<file path="src/rtl/apb_param_pkg.sv">
// rtl/apb_param_pkg.sv - shared widths, bus types and FSM state encoding for apb_cmd_master
package apb_param_pkg;

   localparam int ADDR = 32;
   localparam int DATA = 32;
   localparam int STRB = DATA / 8;

   typedef logic [ADDR-1:0] ADDR_t;
   typedef logic [DATA-1:0] DATA_t;
   typedef logic [STRB-1:0] STRB_t;

   typedef enum logic [1:0] {
      ST_IDLE   = 2'd0,
      ST_SETUP  = 2'd1,
      ST_ACCESS = 2'd2,
      ST_RESP   = 2'd3
   } state_t;

endpackage

</file>
<file path="src/rtl/apb_cmd_master.sv">
// rtl/apb_cmd_master.sv - single-command APB requester; optional ACCESS timeout under APB_CMD_MASTER_TIMEOUT_EN
module apb_cmd_master #(
   parameter int ADDR           = apb_param_pkg::ADDR,
   parameter int DATA           = apb_param_pkg::DATA,
   parameter int TIMEOUT_CYCLES = 16
) (
   input  logic              PCLK,
   input  logic              PRESETn,
   input  logic              cmd_valid,
   output logic              cmd_ready,
   input  logic [ADDR-1:0]   cmd_addr,
   input  logic [DATA-1:0]   cmd_wdata,
   input  logic [DATA/8-1:0] cmd_strb,
   input  logic              cmd_write,
   output logic              rsp_valid,
   input  logic              rsp_ready,
   output logic [DATA-1:0]   rsp_rdata,
   output logic              rsp_err,
   output logic              PSEL,
   output logic              PENABLE,
   output logic              PWRITE,
   output logic [ADDR-1:0]   PADDR,
   output logic [DATA-1:0]   PWDATA,
   output logic [DATA/8-1:0] PSTRB,
   input  logic              PREADY,
   input  logic              PSLVERR,
   input  logic [DATA-1:0]   PRDATA
);
   import apb_param_pkg::*;

   if (TIMEOUT_CYCLES < 1) begin : g_bad_timeout
      $error("apb_cmd_master: TIMEOUT_CYCLES must be at least 1");
   end

   state_t state_q;
   state_t state_d;
   logic   timeout;

`ifdef APB_CMD_MASTER_TIMEOUT_EN
   localparam int CW = $clog2(TIMEOUT_CYCLES + 1);
   logic [CW-1:0] to_cnt;

   // Counts stalled ACCESS cycles; fires on the last allowed one unless PREADY wins.
   always_ff @(posedge PCLK or negedge PRESETn) begin
      if (!PRESETn) begin
         to_cnt <= '0;
      end else if (state_q == ST_SETUP) begin
         to_cnt <= '0;
      end else if (state_q == ST_ACCESS && !PREADY) begin
         to_cnt <= to_cnt + CW'(1);
      end
   end

   assign timeout = (state_q == ST_ACCESS) && !PREADY && (to_cnt == CW'(TIMEOUT_CYCLES - 1));
`else
   assign timeout = 1'b0;
`endif

   always_ff @(posedge PCLK or negedge PRESETn) begin
      if (!PRESETn) begin
         state_q <= ST_IDLE;
      end else begin
         state_q <= state_d;
      end
   end

   always_comb begin
      state_d = state_q;
      unique case (state_q)
         ST_IDLE:   if (cmd_valid) state_d = ST_SETUP;
         ST_SETUP:  state_d = ST_ACCESS;
         ST_ACCESS: if (PREADY || timeout) state_d = ST_RESP;
         ST_RESP:   if (rsp_ready) state_d = ST_IDLE;
         default:   state_d = ST_IDLE;
      endcase
   end

   always_comb begin
      cmd_ready = 1'b0;
      PSEL      = 1'b0;
      PENABLE   = 1'b0;
      rsp_valid = 1'b0;
      unique case (state_q)
         ST_IDLE:   cmd_ready = 1'b1;
         ST_SETUP:  PSEL = 1'b1;
         ST_ACCESS: begin
            PSEL    = 1'b1;
            PENABLE = 1'b1;
         end
         ST_RESP:   rsp_valid = 1'b1;
         default:   cmd_ready = 1'b0;
      endcase
   end

   // Bus fields only load at acceptance, so they stay put from SETUP through RESP.
   always_ff @(posedge PCLK or negedge PRESETn) begin
      if (!PRESETn) begin
         PADDR     <= '0;
         PWDATA    <= '0;
         PSTRB     <= '0;
         PWRITE    <= 1'b0;
         rsp_rdata <= '0;
         rsp_err   <= 1'b0;
      end else begin
         if (state_q == ST_IDLE && cmd_valid) begin
            PADDR  <= cmd_addr;
            PWDATA <= cmd_wdata;
            PSTRB  <= cmd_write ? cmd_strb : '0;
            PWRITE <= cmd_write;
         end
         if (state_q == ST_ACCESS && PREADY) begin
            rsp_err   <= PSLVERR;
            rsp_rdata <= (!PWRITE && !PSLVERR) ? PRDATA : '0;
         end else if (timeout) begin
            rsp_err   <= 1'b1;
            rsp_rdata <= '0;
         end
      end
   end

endmodule

</file>
<file path="config.mk">
export PLATFORM = sky130hd
export DESIGN_NAME = apb_cmd_master
export DESIGN_NICKNAME = d
export VERILOG_FILES = /design/src/rtl/apb_param_pkg.sv /design/src/rtl/apb_cmd_master.sv
export SDC_FILE = /design/constraint.sdc
export NUM_CORES = 1
export LEC_CHECK = 0
export CELL_PAD_IN_SITES_DETAIL_PLACEMENT = 0
export CELL_PAD_IN_SITES_GLOBAL_PLACEMENT = 2
export CORE_MARGIN = 2
export CORE_UTILIZATION = 24
export CTS_CLUSTER_DIAMETER = 150
export DETAILED_ROUTE_END_ITERATION = 12
export GPL_ROUTABILITY_DRIVEN = 0
export PLACE_DENSITY_LB_ADDON = 0.1
export RECOVER_POWER = 100
export SLEW_MARGIN = 10
export SYNTH_ARGS = -nofsm -noshare
export SYNTH_HDL_FRONTEND = slang
export SYNTH_SLANG_ARGS = --single-unit
</file>
<file path="constraint.sdc">
create_clock -name PCLK -period 2.2 [get_ports PCLK]
set_clock_uncertainty 0.2 [all_clocks]
set_input_delay 0.44 -clock PCLK [delete_from_list [all_inputs] [get_ports PCLK]]
set_output_delay 0.44 -clock PCLK [all_outputs]
set_load 0.02 [all_outputs]
</file>
==> metrics.txt <==
WP data required 1.56 ns; Vias/cell 4.10; CTS clock-pin slew for the worst setup and hold paths 0.07 ns; Area growth, synth to finish 71.0%; slew margin rel. 34.6%; Hold Crit Start PSTRB[2]; Worst VDD drop 0.510 mV; syn_nets 352; Distinct cells, synth 14; Crit Path Class reg2out; # rows 46; antenna violations before repair 0; PwrDens 1460 nW/um^2; Post-Route WL 10600 um; Final nets 572; gr ovfl total 0; Seq/Total Area, Yosys 67.7%; Core Util, Final 41.7%; maximum number of pins on one net before global-route repair 105; final non-filler cell total 683; # fillers 1521; HPWL Detailed 7440 um; clk_lat worst skew 0.34 ns; area of the multi-input gates 1180 um^2; detailed-route DRC error count 0; CP Launch Type register; Tmin final 2.09 ns; Reg2Reg Capture Point PWDATA[19]; Hold Crit Depth 2; Arr. time, crit path 1.45 ns; placed insts 666; GRT Util Overall 12.3%; setup tns final 0 ns; synth warn 0; average wire per standard cell 15.5 um; Slew Limit Fails 0; flops & latches, synth 104; final hold vios 0; TritonCTS Buffers 9; Synth Instances 242; r2r setup slk 0.17 ns; Mean Syn Cell Area 15.9 um^2; final setup fails 0; FMAX 479 MHz; layout cells sized above 1 19.9%; total number of vias 2800; Final Cycle Share 94.8%; die area 17100 um^2; Antenna Cells 0; vias in the first global route 2905; Critical Path End Type output port; register area 2600 um^2; worst hold path type reg2reg; port bufs 212; IO Pins 213; H-tree depth 3; Least-Margin Pin Slew 0.981 ns; r2r startpoint state_q[1]; die width 131 um; CTS root buf clkbuf_16; post-route ant nets 0; CTS Buffer Depth 2; CP Max Fanout 4; core region area 15800 um^2; Initial DRT Pass Iterations 5; Mapped Area 3850 um^2; Starting Density 24.4%; Max Cap Viol 0; RSZ-0062 raised after global routing false; reg2reg path depth 6; CTS tree built; Die H 131 um; CTS Sinks 104; DR iter-0 viols 109; status finished clean; first-pass GRT wire length 15700 um; hold endpoint PSTRB[2]; Pleak 0.00293 uW
## cells by family after synthesis
group | count (synthesis) | share of synthesized area, %
buf+inv | 18 | 2.08
fa+ha+maj | 3 | 0.976
mux | 68 | 19.9
flops | 104 | 67.7
simple gates | 12 | 1.33
compound gates | 37 | 8.07
## sequential cells by signal (all words and copies together), names as in the netlist
register / cells
PADDR: 32
PWDATA: 32
rsp_rdata: 32
PSTRB: 4
state_q: 2
PWRITE: 1
rsp_err: 1
## critical path: stages (launching register included)
cell	delay (ns)
dfrtp_1	0.39
inv_1	0.06
ha_1	0.29
dlygate4sd2_1	0.36
## stage by stage
step / area (um^2) / setup slack, ns / hold slack, ns / power [uW]
final: 6580 / 0.114 / 0.275 / 9620
after CTS: 6630 / 0.0747 / 0.288 / 10200
after detailed placement: 6310 / 0.0729 / 0.276 / 8490
after global placement: 6310 / 0.0756 / 0.263 / 8440
after floorplan: 3850 / 0.383 / -0.0556 / 5830
after global routing: 6580 / 0.0225 / 0.311 / 10200
## report_power, final
group          switching (uW)  internal, uW
sequential                422          2850
combinational            2320          2320
clock                     723           977
## final cells by class
| class | count | share of cell area (%) |
|---|---|---|
| Clock buffer | 12 | 4.05 |
| Inverter | 5 | 0.285 |
| Sequential cell | 104 | 39.6 |
| Clock inverter | 4 | 0.780 |
| Multi-Input combinational cell | 120 | 17.9 |
| Tap cell | 216 | 4.11 |
| Timing Repair Buffer | 222 | 33.3 |
## metal layers
layer	track usage [%]	share of wire, %	wire (um)
met3	5.05	9.4	997
met2	19.1	49	5140
met4	5.76	1.9	203
met5	0	0	0
met1	14.8	40	4240
## synth_stat cells, drive strengths merged
| library cell | n | area (um^2) |
|---|---|---|
| a222oi | 1 | 10.0 |
| mux2i | 1 | 10.0 |
| inv | 5 | 18.8 |
| a22o | 32 | 280 |
| ha | 3 | 37.5 |
| dfrtp | 104 | 2600 |
| nand2 | 10 | 37.5 |
| mux2 | 67 | 754 |
| clkbuf | 3 | 11.3 |
| buf | 10 | 50.1 |
| nor2 | 1 | 3.75 |
| o21ai | 4 | 20.0 |
| nor3 | 1 | 10.0 |
## repair_timing
item | 4_1_cts | 5_1_grt
resized for setup | 4 | 0
hold buffers | 1 | 0
endpoints found under the hold margin | 9 | 0
buffers inserted | 0 | 0
endpoints found under the setup margin | 4 | 0
## layout by cell type (no fill, tap or decap), types with 3 or more instances in the layout
| cell type | n |
|---|---|
| dlygate4sd3_1 | 102 |
| dlygate4sd2_1 | 4 |
| inv_1 | 5 |
| ha_1 | 3 |
| clkbuf_8 | 3 |
| clkbuf_4 | 3 |
| clkbuf_16 | 9 |
| clkdlybuf4s50_1 | 106 |
| dfrtp_1 | 104 |
| o21ai_0 | 4 |
| buf_4 | 5 |
| nand2_1 | 9 |
| mux2_2 | 66 |
| a22o_1 | 32 |
## worst max-delay path by stage
stage	start	endpoint	slack, ns	cells after the start
2_1_floorplan	state_q[0]	state_q[1]	0.38	4
3_3_place_gp	PREADY	state_q[1]	0.08	4
3_5_place_dp	PREADY	state_q[1]	0.07	4
4_1_cts	state_q[1]	PSEL	0.07	3
5_1_grt	state_q[1]	PSEL	0.02	3
6_report	state_q[1]	PSEL	0.11	3
(Power assumes the default switching activity.)
